[src/rtl/delay_sched_pkg.sv]
// -----------------------------------------------------------------------------
// delay_sched_pkg
// Shared types and width derivations for the delay_scheduler timing wheel.
//
// The wheel slot struct is sized from the package defaults below. The
// delay_scheduler parameters default to the same values; when the scheduler is
// built with different DATA_WIDTH / NUM_REQ / MAX_DELAY values, the matching
// SCHED_* constants here must be changed with them so the slot fields line up.
// -----------------------------------------------------------------------------
package delay_sched_pkg;

   // Default configuration of the scheduler.
   localparam int unsigned SCHED_DATA_WIDTH = 8;
   localparam int unsigned SCHED_NUM_REQ    = 4;
   localparam int unsigned SCHED_MAX_DELAY  = 8;

   // Slot index into the wheel (MAX_DELAY is a power of two).
   localparam int unsigned SCHED_SLOT_W  = $clog2(SCHED_MAX_DELAY);
   // Delay field needs one extra bit so that MAX_DELAY itself is encodable.
   localparam int unsigned SCHED_DELAY_W = SCHED_SLOT_W + 1;
   // Requester index carried with every payload.
   localparam int unsigned SCHED_ID_W    = $clog2(SCHED_NUM_REQ);
   // Occupancy must reach MAX_DELAY (a completely full wheel).
   localparam int unsigned SCHED_OCC_W   = SCHED_SLOT_W + 1;

   // One wheel slot: payload plus the requester that produced it.
   typedef struct packed {
      logic                        valid;
      logic [SCHED_DATA_WIDTH-1:0] data;
      logic [SCHED_ID_W-1:0]       id;
   } wheel_slot_t;

endpackage : delay_sched_pkg

[src/rtl/rr_arbiter.sv]
// -----------------------------------------------------------------------------
// rr_arbiter
// Round-robin arbiter. The search starts at the pointer and the pointer moves
// to the index after the winner only when a grant is issued, so a requester
// that is skipped while ineligible keeps its place in the rotation.
//
// Ports
//   clk_i        clock, rising edge
//   rst_n_i      synchronous active-low reset (pointer back to 0)
//   req_i        request vector (already qualified by the caller)
//   grant_o      one-hot grant, combinational from req_i and the pointer
//   grant_idx_o  binary index of the granted requester (0 when none)
//   valid_o      a grant is issued this cycle
// -----------------------------------------------------------------------------
module rr_arbiter #(
   parameter int unsigned N = 4
) (
   input  logic                 clk_i,
   input  logic                 rst_n_i,
   input  logic [N-1:0]         req_i,
   output logic [N-1:0]         grant_o,
   output logic [$clog2(N)-1:0] grant_idx_o,
   output logic                 valid_o
);

   localparam int unsigned IW = $clog2(N);

   logic [IW-1:0] ptr_q;
   logic [IW-1:0] ptr_d;
   logic [N-1:0]  grant_s;
   logic [IW-1:0] idx_s;
   logic          found_s;
   logic [IW:0]   idx_inc_s;

   // Pick the first requester at or after the pointer, wrapping at N.
   always_comb begin
      grant_s = '0;
      idx_s   = '0;
      found_s = 1'b0;
      for (int off = 0; off < int'(N); off++) begin
         int  sum;
         int  cand;
         logic hit;
         sum  = int'(ptr_q) + off;
         cand = (sum >= int'(N)) ? (sum - int'(N)) : sum;
         hit  = ~found_s & req_i[cand];
         grant_s[cand] = grant_s[cand] | hit;
         idx_s   = hit ? IW'(cand) : idx_s;
         found_s = found_s | hit;
      end
   end

   // Next pointer: index after the winner on a grant, otherwise unchanged.
   always_comb begin
      idx_inc_s = {1'b0, idx_s} + {{IW{1'b0}}, 1'b1};
      if (found_s) begin
         ptr_d = (idx_inc_s == (IW + 1)'(N)) ? '0 : idx_inc_s[IW-1:0];
      end else begin
         ptr_d = ptr_q;
      end
   end

   // Pointer register.
   always_ff @(posedge clk_i) begin
      if (!rst_n_i) begin
         ptr_q <= '0;
      end else begin
         ptr_q <= ptr_d;
      end
   end

   assign grant_o     = grant_s;
   assign grant_idx_o = idx_s;
   assign valid_o     = found_s;

endmodule : rr_arbiter

[src/rtl/delay_scheduler.sv]
// -----------------------------------------------------------------------------
// delay_scheduler
// Timing-wheel scheduler. Each cycle one requester may deposit a payload that
// re-emerges a requested number of ticks later. The wheel has MAX_DELAY slots;
// the "now" pointer advances every cycle and the slot under it is drained into
// the registered output and cleared.
//
// Ports
//   clk          clock, rising edge
//   rst_n        synchronous active-low reset
//   req_valid    per-requester request
//   req_data     per-requester payload, requester i at [i*DATA_WIDTH +: DATA_WIDTH]
//   req_delay    per-requester delay, requester i at [i*DW +: DW], DW=$clog2(MAX_DELAY)+1
//   req_ready    one-hot grant (combinational)
//   out_valid    payload emitted this cycle (registered)
//   out_data     emitted payload, holds when nothing is emitted
//   out_id       requester index of the emitted payload, holds likewise
//   occupancy    number of valid wheel slots (registered)
//   stat_accepted / stat_blocked  16-bit saturating counters, present only
//                when DELAY_SCHED_STATS_EN is defined
//
// Optional feature macro: DELAY_SCHED_STATS_EN
// -----------------------------------------------------------------------------
module delay_scheduler
   import delay_sched_pkg::*;
#(
   parameter int unsigned DATA_WIDTH = SCHED_DATA_WIDTH,
   parameter int unsigned NUM_REQ    = SCHED_NUM_REQ,
   parameter int unsigned MAX_DELAY  = SCHED_MAX_DELAY
) (
   input  logic                                         clk,
   input  logic                                         rst_n,
   input  logic [NUM_REQ-1:0]                           req_valid,
   input  logic [NUM_REQ*DATA_WIDTH-1:0]                req_data,
   input  logic [NUM_REQ*($clog2(MAX_DELAY)+1)-1:0]     req_delay,
   output logic [NUM_REQ-1:0]                           req_ready,
   output logic                                         out_valid,
   output logic [DATA_WIDTH-1:0]                        out_data,
   output logic [$clog2(NUM_REQ)-1:0]                   out_id,
`ifdef DELAY_SCHED_STATS_EN
   output logic [15:0]                                  stat_accepted,
   output logic [15:0]                                  stat_blocked,
`endif
   output logic [$clog2(MAX_DELAY):0]                   occupancy
);

   localparam int unsigned SLOT_W  = $clog2(MAX_DELAY);
   localparam int unsigned DELAY_W = SLOT_W + 1;
   localparam int unsigned ID_W    = $clog2(NUM_REQ);
   localparam int unsigned OCC_W   = SLOT_W + 1;
   localparam logic [DELAY_W-1:0] MAX_DLY_V = DELAY_W'(MAX_DELAY);

   // Wheel state and registered outputs.
   wheel_slot_t           wheel_q [MAX_DELAY];
   wheel_slot_t           wheel_d [MAX_DELAY];
   logic [SLOT_W-1:0]     now_q;
   logic [SLOT_W-1:0]     now_d;
   logic                  out_valid_q;
   logic                  out_valid_d;
   logic [DATA_WIDTH-1:0] out_data_q;
   logic [DATA_WIDTH-1:0] out_data_d;
   logic [ID_W-1:0]       out_id_q;
   logic [ID_W-1:0]       out_id_d;
   logic [OCC_W-1:0]      occ_q;
   logic [OCC_W-1:0]      occ_d;

   // Per-requester qualification.
   logic [SLOT_W-1:0]     target_s [NUM_REQ];
   logic [NUM_REQ-1:0]    legal_s;
   logic [NUM_REQ-1:0]    occupied_s;
   logic [NUM_REQ-1:0]    eligible_s;

   // Arbiter result and the selected write.
   logic [NUM_REQ-1:0]    grant_s;
   logic [ID_W-1:0]       gnt_idx_s;
   logic                  gnt_any_s;
   logic [SLOT_W-1:0]     gnt_target_s;
   logic [DATA_WIDTH-1:0] gnt_data_s;
   wheel_slot_t           drain_s;

   // Legality, target slot and eligibility of each requester. A target equal
   // to "now" is free because that slot is drained on the same edge.
   always_comb begin
      logic [DELAY_W-1:0] dly;
      dly        = '0;
      legal_s    = '0;
      occupied_s = '0;
      eligible_s = '0;
      for (int i = 0; i < int'(NUM_REQ); i++) begin
         dly           = req_delay[i*DELAY_W +: DELAY_W];
         legal_s[i]    = (dly != {DELAY_W{1'b0}}) && (dly <= MAX_DLY_V);
         target_s[i]   = now_q + dly[SLOT_W-1:0];
         occupied_s[i] = wheel_q[target_s[i]].valid && (target_s[i] != now_q);
         eligible_s[i] = rst_n & req_valid[i] & legal_s[i] & ~occupied_s[i];
      end
   end

   rr_arbiter #(
      .N (NUM_REQ)
   ) u_rr_arbiter (
      .clk_i       (clk),
      .rst_n_i     (rst_n),
      .req_i       (eligible_s),
      .grant_o     (grant_s),
      .grant_idx_o (gnt_idx_s),
      .valid_o     (gnt_any_s)
   );

   assign req_ready    = grant_s;
   assign gnt_target_s = target_s[gnt_idx_s];
   assign gnt_data_s   = req_data[gnt_idx_s*DATA_WIDTH +: DATA_WIDTH];

   // Wheel next state: clear the drained slot, then apply the grant write so a
   // full-length delay (target == now) overrides the clear.
   always_comb begin
      for (int s = 0; s < int'(MAX_DELAY); s++) begin
         wheel_d[s] = wheel_q[s];
      end
      drain_s = wheel_q[now_q];
      wheel_d[now_q].valid = 1'b0;
      if (gnt_any_s) begin
         wheel_d[gnt_target_s].valid = 1'b1;
         wheel_d[gnt_target_s].data  = gnt_data_s;
         wheel_d[gnt_target_s].id    = gnt_idx_s;
      end else begin
         wheel_d[now_q].valid = 1'b0;
      end
   end

   // Output, tick pointer and occupancy next state.
   always_comb begin
      now_d       = now_q + {{(SLOT_W-1){1'b0}}, 1'b1};
      out_valid_d = drain_s.valid;
      if (drain_s.valid) begin
         out_data_d = drain_s.data;
         out_id_d   = drain_s.id;
      end else begin
         out_data_d = out_data_q;
         out_id_d   = out_id_q;
      end
      case ({gnt_any_s, drain_s.valid})
         2'b10:   occ_d = occ_q + {{(OCC_W-1){1'b0}}, 1'b1};
         2'b01:   occ_d = occ_q - {{(OCC_W-1){1'b0}}, 1'b1};
         default: occ_d = occ_q;
      endcase
   end

   // State registers.
   always_ff @(posedge clk) begin
      if (!rst_n) begin
         for (int s = 0; s < int'(MAX_DELAY); s++) begin
            wheel_q[s] <= '0;
         end
         now_q       <= '0;
         out_valid_q <= 1'b0;
         out_data_q  <= '0;
         out_id_q    <= '0;
         occ_q       <= '0;
      end else begin
         for (int s = 0; s < int'(MAX_DELAY); s++) begin
            wheel_q[s] <= wheel_d[s];
         end
         now_q       <= now_d;
         out_valid_q <= out_valid_d;
         out_data_q  <= out_data_d;
         out_id_q    <= out_id_d;
         occ_q       <= occ_d;
      end
   end

   assign out_valid = out_valid_q;
   assign out_data  = out_data_q;
   assign out_id    = out_id_q;
   assign occupancy = occ_q;

`ifdef DELAY_SCHED_STATS_EN
   logic [15:0] acc_q;
   logic [15:0] acc_d;
   logic [15:0] blk_q;
   logic [15:0] blk_d;
   logic        blocked_s;

   // A cycle is "blocked" when some valid, legal request lost only because its
   // target slot was occupied.
   always_comb begin
      blocked_s = |(req_valid & legal_s & occupied_s);
      if (gnt_any_s && (acc_q != 16'hFFFF)) begin
         acc_d = acc_q + 16'd1;
      end else begin
         acc_d = acc_q;
      end
      if (blocked_s && (blk_q != 16'hFFFF)) begin
         blk_d = blk_q + 16'd1;
      end else begin
         blk_d = blk_q;
      end
   end

   // Statistics registers.
   always_ff @(posedge clk) begin
      if (!rst_n) begin
         acc_q <= 16'd0;
         blk_q <= 16'd0;
      end else begin
         acc_q <= acc_d;
         blk_q <= blk_d;
      end
   end

   assign stat_accepted = acc_q;
   assign stat_blocked  = blk_q;
`endif

endmodule : delay_scheduler

[config.mk]
export PLATFORM = sky130hd
export DESIGN_NAME = delay_scheduler
export DESIGN_NICKNAME = d
export VERILOG_FILES = /design/src/rtl/delay_sched_pkg.sv /design/src/rtl/rr_arbiter.sv /design/src/rtl/delay_scheduler.sv
export SDC_FILE = /design/constraint.sdc
export NUM_CORES = 1
export LEC_CHECK = 0
export ABC_AREA = 1
export CAP_MARGIN = 20
export CELL_PAD_IN_SITES_DETAIL_PLACEMENT = 1
export CELL_PAD_IN_SITES_GLOBAL_PLACEMENT = 1
export CORE_ASPECT_RATIO = 0.6
export CORE_MARGIN = 4
export CORE_UTILIZATION = 36
export DETAILED_ROUTE_END_ITERATION = 12
export MAX_ROUTING_LAYER = met4
export PLACE_DENSITY = 0.78
export SKIP_LAST_GASP = 1
export SLEW_MARGIN = 10
export SYNTH_ARGS = -nofsm -noshare
export SYNTH_HDL_FRONTEND = slang
export SYNTH_SLANG_ARGS = --single-unit
[constraint.sdc]
create_clock -name clk -period 3.6 [get_ports clk]
set_input_delay 0.72 -clock clk [delete_from_list [all_inputs] [get_ports clk]]
set_output_delay 0.72 -clock clk [all_outputs]
set_load 0.1 [all_outputs]
== After elaboration in Yosys (flattened, before gate mapping) ==
Memory sizes are Yosys's and may differ from the RTL's. A register that Yosys moved wholly into a read port is not among the register bits.
Cells that the tools add are included.

* Output and inout port bits: 19
* Logic and storage cells: 184
* Bits of input ports: 54
* Memories: 1
* Bits in writable memories: 88
* Flip-flop bits (word level): 20

* Bitwise logic cells: 41
* Add/subtract/negate cells: 15
* Multiplexer cells: 73
* Equality and inequality tests: 7
* Shift operators: 1
* Magnitude comparators: 21
* Reductions and logical operators: 19

{| class="wikitable"
|+ Memories
! name !! words !! width !! read ports !! clocked after memory_dff !! write ports !! line !! RTL
|-
| wheel_q || 8 || 11 || 13 || 1 || 8 || delay_scheduler.sv:54 || <nowiki>wheel_slot_t wheel_q [MAX_DELAY];</nowiki>
|}

{| class="wikitable"
|+ Operators by type and width
! operator !! count
|-
| 88-bit bitwise mux || 5
|-
| 11-bit demux with 3-bit select || 4
|-
| 32-bit by 1-bit >= comparator with 1-bit output, second input constant || 4
|-
| 32-bit by 4-bit less-than comparator with 1-bit output, second input constant || 4
|-
| 32-bit 2-to-1 mux || 4
|-
| 11-bit 2-to-1 mux || 10
|-
| 32-bit by 4-bit >= comparator with 1-bit output, second input constant || 3
|-
| 32-bit by 4-bit subtractor with 32-bit output, second input constant || 3
|-
| 88-bit 2-to-1 mux || 1
|-
| 32-bit by 6-bit indexed part select with 8-bit output || 1
|-
| 1-bit 2-to-1 mux || 22
|-
| 1-bit binary-select mux with 2-bit select || 8
|-
| 4-bit <= comparator, second input constant || 4
|-
| 4-bit nonzero test || 4
|-
| 1-bit bitwise AND || 15
|-
| 1-bit OR || 15
|-
| 1-bit logical AND || 14
|-
| 3-bit adder || 4
|-
| 4-bit bitwise mux || 3
|-
| 2-bit 2-to-1 mux || 6
|-
| 3-bit != test || 4
|-
| 10-bit 2-to-1 mux || 1
|-
| 3-bit 2-to-1 mux || 3
|-
| 1-bit demux with 2-bit select || 4
|-
| other kinds (20) || 31
|}

== Longest topological paths before layout ==
* Word-level depth: 31
* Mapped depth: 32
* Mapped depth without buffers: 30

== Modules after synthesis ==
From an unflattened synthesis, not the netlist that was laid out.

* Cell total of the unflattened synthesis: 1162
* Area total of the unflattened synthesis: 7204.4 um^2

{| class="wikitable"
|+ By module, submodules not included
! module !! sequential area each (um^2) !! instances !! area each (um^2) !! cells each
|-
| delay_scheduler || 2122.0 || 1 || 6588.8 || 1048
|-
| rr_arbiter || 40.0 || 1 || 615.6 || 114
|}

== Worst setup path before layout ==
Ideal clock, no wire load.

* Kind: input -> output
* From: in req_delay[0]
* To: out req_ready[0]
* Path slack: -0.841 ns
* Path buffers: 0
* Arrival time: 3.721 ns
* Required time: 2.880 ns
* Cell stages on the path: 27
* Cells stage by stage: ha_1 > inv_1 > fa_1 > inv_1 > nand3_1 > nand2_1 > nand2_1 > nand2_1 > nand2_1 > nand2_1 > nand2_1 > nand3_2 > nand2_4 > nand3_1 > nand3_1 > nand2_1 > nand3_1 > nand3_1 > nand3_1 > nand2_1 > nand3_1 > nand3_1 > nand3_1 > nand2_1 > nand2_1 > nand2_1 > nand2_1

* Word-level cells in the longest chain between the ends: 25
* Elaborated cells on any way between the ends: 47
* Classes of those cells: 1 x add/sub; 1 x order compare; 1 x eq/ne; 24 x mux; 16 x bitwise; 3 x reduce/logical; 1 x memory

{| class="wikitable"
|+ RTL lines
! what !! line !! RTL
|-
| start, declared || delay_scheduler.sv:35 || <nowiki>input logic [NUM_REQ*($clog2(MAX_DELAY)+1)-1:0] req_delay,</nowiki>
|-
| 3-bit adder || delay_scheduler.sv:92 || <nowiki>target_s[i] = now_q + dly[SLOT_W-1:0];</nowiki>
|-
| memory read 8 x 11 bit / 3-bit != test (equally long branches) || -- ||
|-
| 1-bit logical AND || delay_scheduler.sv:93 || <nowiki>occupied_s[i] = wheel_q[target_s[i]].valid && (target_s[i] != now_q);</nowiki>
|-
| 1-bit NOT || delay_scheduler.sv:94 || <nowiki>eligible_s[i] = rst_n & req_valid[i] & legal_s[i] & ~occupied_s[i];</nowiki>
|-
| 1-bit bitwise AND * || delay_scheduler.sv:94 ||
|-
| 1-bit binary-select mux with 2-bit select || rr_arbiter.sv:46 || <nowiki>hit = ~found_s & req_i[cand];</nowiki>
|-
| 1-bit 2-to-1 mux (implied by the code) (2 in series) || rr_arbiter.sv:46 ||
|-
| 1-bit OR || rr_arbiter.sv:47 || <nowiki>grant_s[cand] = grant_s[cand] | hit;</nowiki>
|-
| [6 not listed] || -- ||
|-
| 1-bit binary-select mux with 2-bit select || rr_arbiter.sv:47 ||
|-
| 1-bit 2-to-1 mux (implied by the code) (2 in series) || rr_arbiter.sv:47 ||
|-
| 1-bit OR || rr_arbiter.sv:47 ||
|-
| 4-bit bitwise mux || rr_arbiter.sv:47 ||
|-
| 1-bit binary-select mux with 2-bit select || rr_arbiter.sv:47 ||
|-
| 1-bit 2-to-1 mux (implied by the code) (2 in series) || rr_arbiter.sv:47 ||
|-
| 1-bit OR || rr_arbiter.sv:47 ||
|-
| 4-bit bitwise mux * || rr_arbiter.sv:47 ||
|-
| end, declared || delay_scheduler.sv:36 || <nowiki>output logic [NUM_REQ-1:0] req_ready,</nowiki>
|}

Mark *: on every way between the ends. The rest lies on a longest branch, timed or not. The select of a mux whose other input is x is not followed.

== Final worst setup path ==
* From: in req_delay[1]
* To: out req_ready[2]

The elaborated chain is that of the path after synthesis.

==> impl_metrics.env <==
export IMPL_status="complete, but fails checks"
export IMPL_violations="setup timing"
export IMPL_yosysUniqueCellTypes=45
export IMPL_crit_type="in -> out"
export IMPL_core_sq_um=17500
export IMPL_antennaDiodeCount=0
export IMPL_synthSimpleGateAreaFrac_pct=42.7
export IMPL_slowest_delay_ns=0.66
export IMPL_fmax_ghz=0.213
export IMPL_drive_gt1_share_pct=24.5
export IMPL_final_cells=1418
export IMPL_final_antenna_net_count=0
export IMPL_vias_per_cell=5.43
export IMPL_ys_ff_latch=108
export IMPL_synth_common_cells="334 x nand2_1, 202 x nor2_1, 108 x dfxtp_1"
export IMPL_slowest_stage="fa_2"
export IMPL_final_core_util_pct=54.3
export IMPL_async_flop_share_pct=0
export IMPL_syn_instance_count=1024
export IMPL_nets=1250
export IMPL_crit_top_cell="nand3_2"
export IMPL_worstMarginPinSlew_ns=1.04
export IMPL_antenna_found_initial=0
export IMPL_die_area_sq_um=20500
export IMPL_grt_first_pass_wirelength_um=42300
export IMPL_worst_hold_slack_ns=0.468
export IMPL_yosysTopAreaCellShare_pct=32.9
export IMPL_drc=0
export IMPL_worst_path_buf_inv=3
export IMPL_synth_xor_area_share_pct=1.47
export IMPL_finalHoldViolations=0
export IMPL_cts_clk_slew_worst_paths_ns=0.08
export IMPL_port_buffers=72
export IMPL_clock_latency_ns=0.35
export IMPL_htreeDepth=3
export IMPL_worstSetupStartpointType="primary input"
export IMPL_slew_violations=0
export IMPL_path_delay_family="simple AND/OR/NAND/NOR gates"
export IMPL_cts_buffer_depth=2
export IMPL_relSlewSlack_pct=29.8
export IMPL_seq_area_frac_synth_pct=32.9
export IMPL_place_gp_congestion=0.890
export IMPL_avgSynthCellArea_sq_um=6.41
export IMPL_skew_ns=0.0155
export IMPL_synth_fa_ha_area_share_pct=3.81
export IMPL_hp_class="reg -> reg"
export IMPL_post_route_min_period_ns=4.70
export IMPL_dr_pass1_iters=5
export IMPL_netlist_area_sq_um=6570
export IMPL_met1_length_um=13100
export IMPL_cts_root_buf="clkbuf_16"
export IMPL_synth_compound_area_share_pct=11.2
export IMPL_io_pins=73
export IMPL_cts_tree="yes"
export IMPL_die_h_um=113
export IMPL_synth_area_leaders="dfxtp_1 33%, nand2_1 19%, nor2_1 12%"
export IMPL_worst_setup_path_end_kind="output port"
export IMPL_start_util_pct=37.5
export IMPL_arrival_ns=3.98
export IMPL_power_density_nw_per_um2=1190
export IMPL_cts_sinks=108
export IMPL_drt_initial_drc_count=781
export IMPL_drt_wl_total_um=28500
export IMPL_rows=37
export IMPL_p_leak_nw=4.13
export IMPL_critPathMaxFanout=6
export IMPL_drv_cap=0
export IMPL_rsz0062_at_grt="true"
export IMPL_grt_pass1_vias=7666
export IMPL_top_layer="met4"
export IMPL_synth_edf_count=0
export IMPL_syn_nets=1095
export IMPL_overflow=0
export IMPL_fin_tns_setup_ns=-66.96
export IMPL_area_growth_pct=44.7
export IMPL_layout_worst_path_cycle_share_pct=130
export IMPL_wl_met2_um=12900
export IMPL_grt_max_degree=89
export IMPL_wl_met3_um=1660
export IMPL_dp_cells=1380
export IMPL_finalSetupViolCount=97
export IMPL_ir_drop_v=0.000560
export IMPL_synth_area_mux_share_pct=0
export IMPL_grt_usage_pct=26.4
export IMPL_vias=7695
export IMPL_die_w_um=182
export IMPL_ys_flop_type="dfxtp_1"
export IMPL_setup_ws_ns=-1.10
export IMPL_power_total_mw=11.3
export IMPL_yosys_cell_count_top_type="nand2_1"
export IMPL_synth_top_family_by_area="simple AND/OR/NAND/NOR gates"
export IMPL_worstPathRequired_ns=2.88
export IMPL_yosysWarnings=0
export IMPL_synth_top_area_cell="dfxtp_1"
export IMPL_avgRoutedWirePerCell_um=20.1
export IMPL_numCtsBuffers=9
export IMPL_dp_hpwl_um=18000
## registers in the layout, indices dropped and copies added (netlist names)
signal	cells
out_id	2
now_q	3
out_valid	1
occupancy	4
wheel_q	88
out_data	8
u_rr_arbiter.ptr_q	2
## worst register-to-register path: cells and delay by family (launching register included)
family	cells	cell delay, ns
simple gates	22	2.01
compound gates	1	0.22
buf+inv	9	1.01
flops	1	0.36
fa+ha+maj	1	0.70
## cell families (layout without fill, tap and decap cells)
family          Yosys count  in the layout
compound gates          110            110
buf+inv                 116            276
xor+xnor                 11             11
simple gates            662            662
flops                   108            108
fa+ha+maj                17             17
## layout by cell type, fill, tap and decap left out, types with 14 or more instances in the layout
cell and count:
nand2_2 21, buf_12 22, buf_4 88, nand2_1 305, nand3_2 26, nand3_1 36, o21ai_0 30, inv_2 15
clkdlybuf4s50_1 59, inv_1 49, nand2_4 15, a21oi_1 14, nor2_1 198, dfxtp_1 106
## routing by layer
metal	vias to the layer above	GRT usage (%)
met3	71	4.21
met2	284	41.9
met5	-	-
met1	3750	35.8
met4	0	5.00
li1	3590	-
## power breakdown
| group | switching, mW | total [mW] | internal [mW] |
|---|---|---|---|
| clock network | 0.494 | 1.12 | 0.623 |
| logic | 4.97 | 8.04 | 3.08 |
| registers | 0.393 | 2.15 | 1.76 |
| total | 5.85 | 11.3 | 5.46 |
## per-stage QoR
stage	setup WS [ns]	instance area, sq um
floorplan	-0.419	6760
global placement	-1.34	8440
detailed placement	-1.58	8440
CTS	-0.965	9200
global route	-1.32	9510
finish	-1.10	9510
## layout make-up
type,instances,area [sq um]
well taps,234,293
clock inverters,7,106
repair buffers,191,1930
inverters,69,280
multi-input cells,800,4510
clock buffers,9,225
fillers,2217,7990
flip-flops and latches,108,2160
## repair_timing
action                                  CTS  global route
pin swaps                                41            36
cloned                                    1             1
endpoints found under the setup margin   97            97
resized for setup                       104            50
hold buffers                              0             0
buffers inserted                         12             8
## path summary, 6_finish.rpt
| path | start | to | slack [ns] | depth (start not counted) |
|---|---|---|---|---|
| hold / removal | out_data[2]$_SDFFE_PN0P_ | out_data[2]$_SDFFE_PN0P_ | 0.47 | 2 |
| hold reg to reg | out_data[2]$_SDFFE_PN0P_ | out_data[2]$_SDFFE_PN0P_ | 0.47 | 2 |
| setup / recovery | req_delay[1] | req_ready[2] | -1.10 | 27 |
| setup reg to reg | now_q[1]$_SDFF_PN0_ | wheel_q[4][1]$_SDFFE_PN0P_ | -0.78 | 33 |
(Power assumes the default switching activity.)
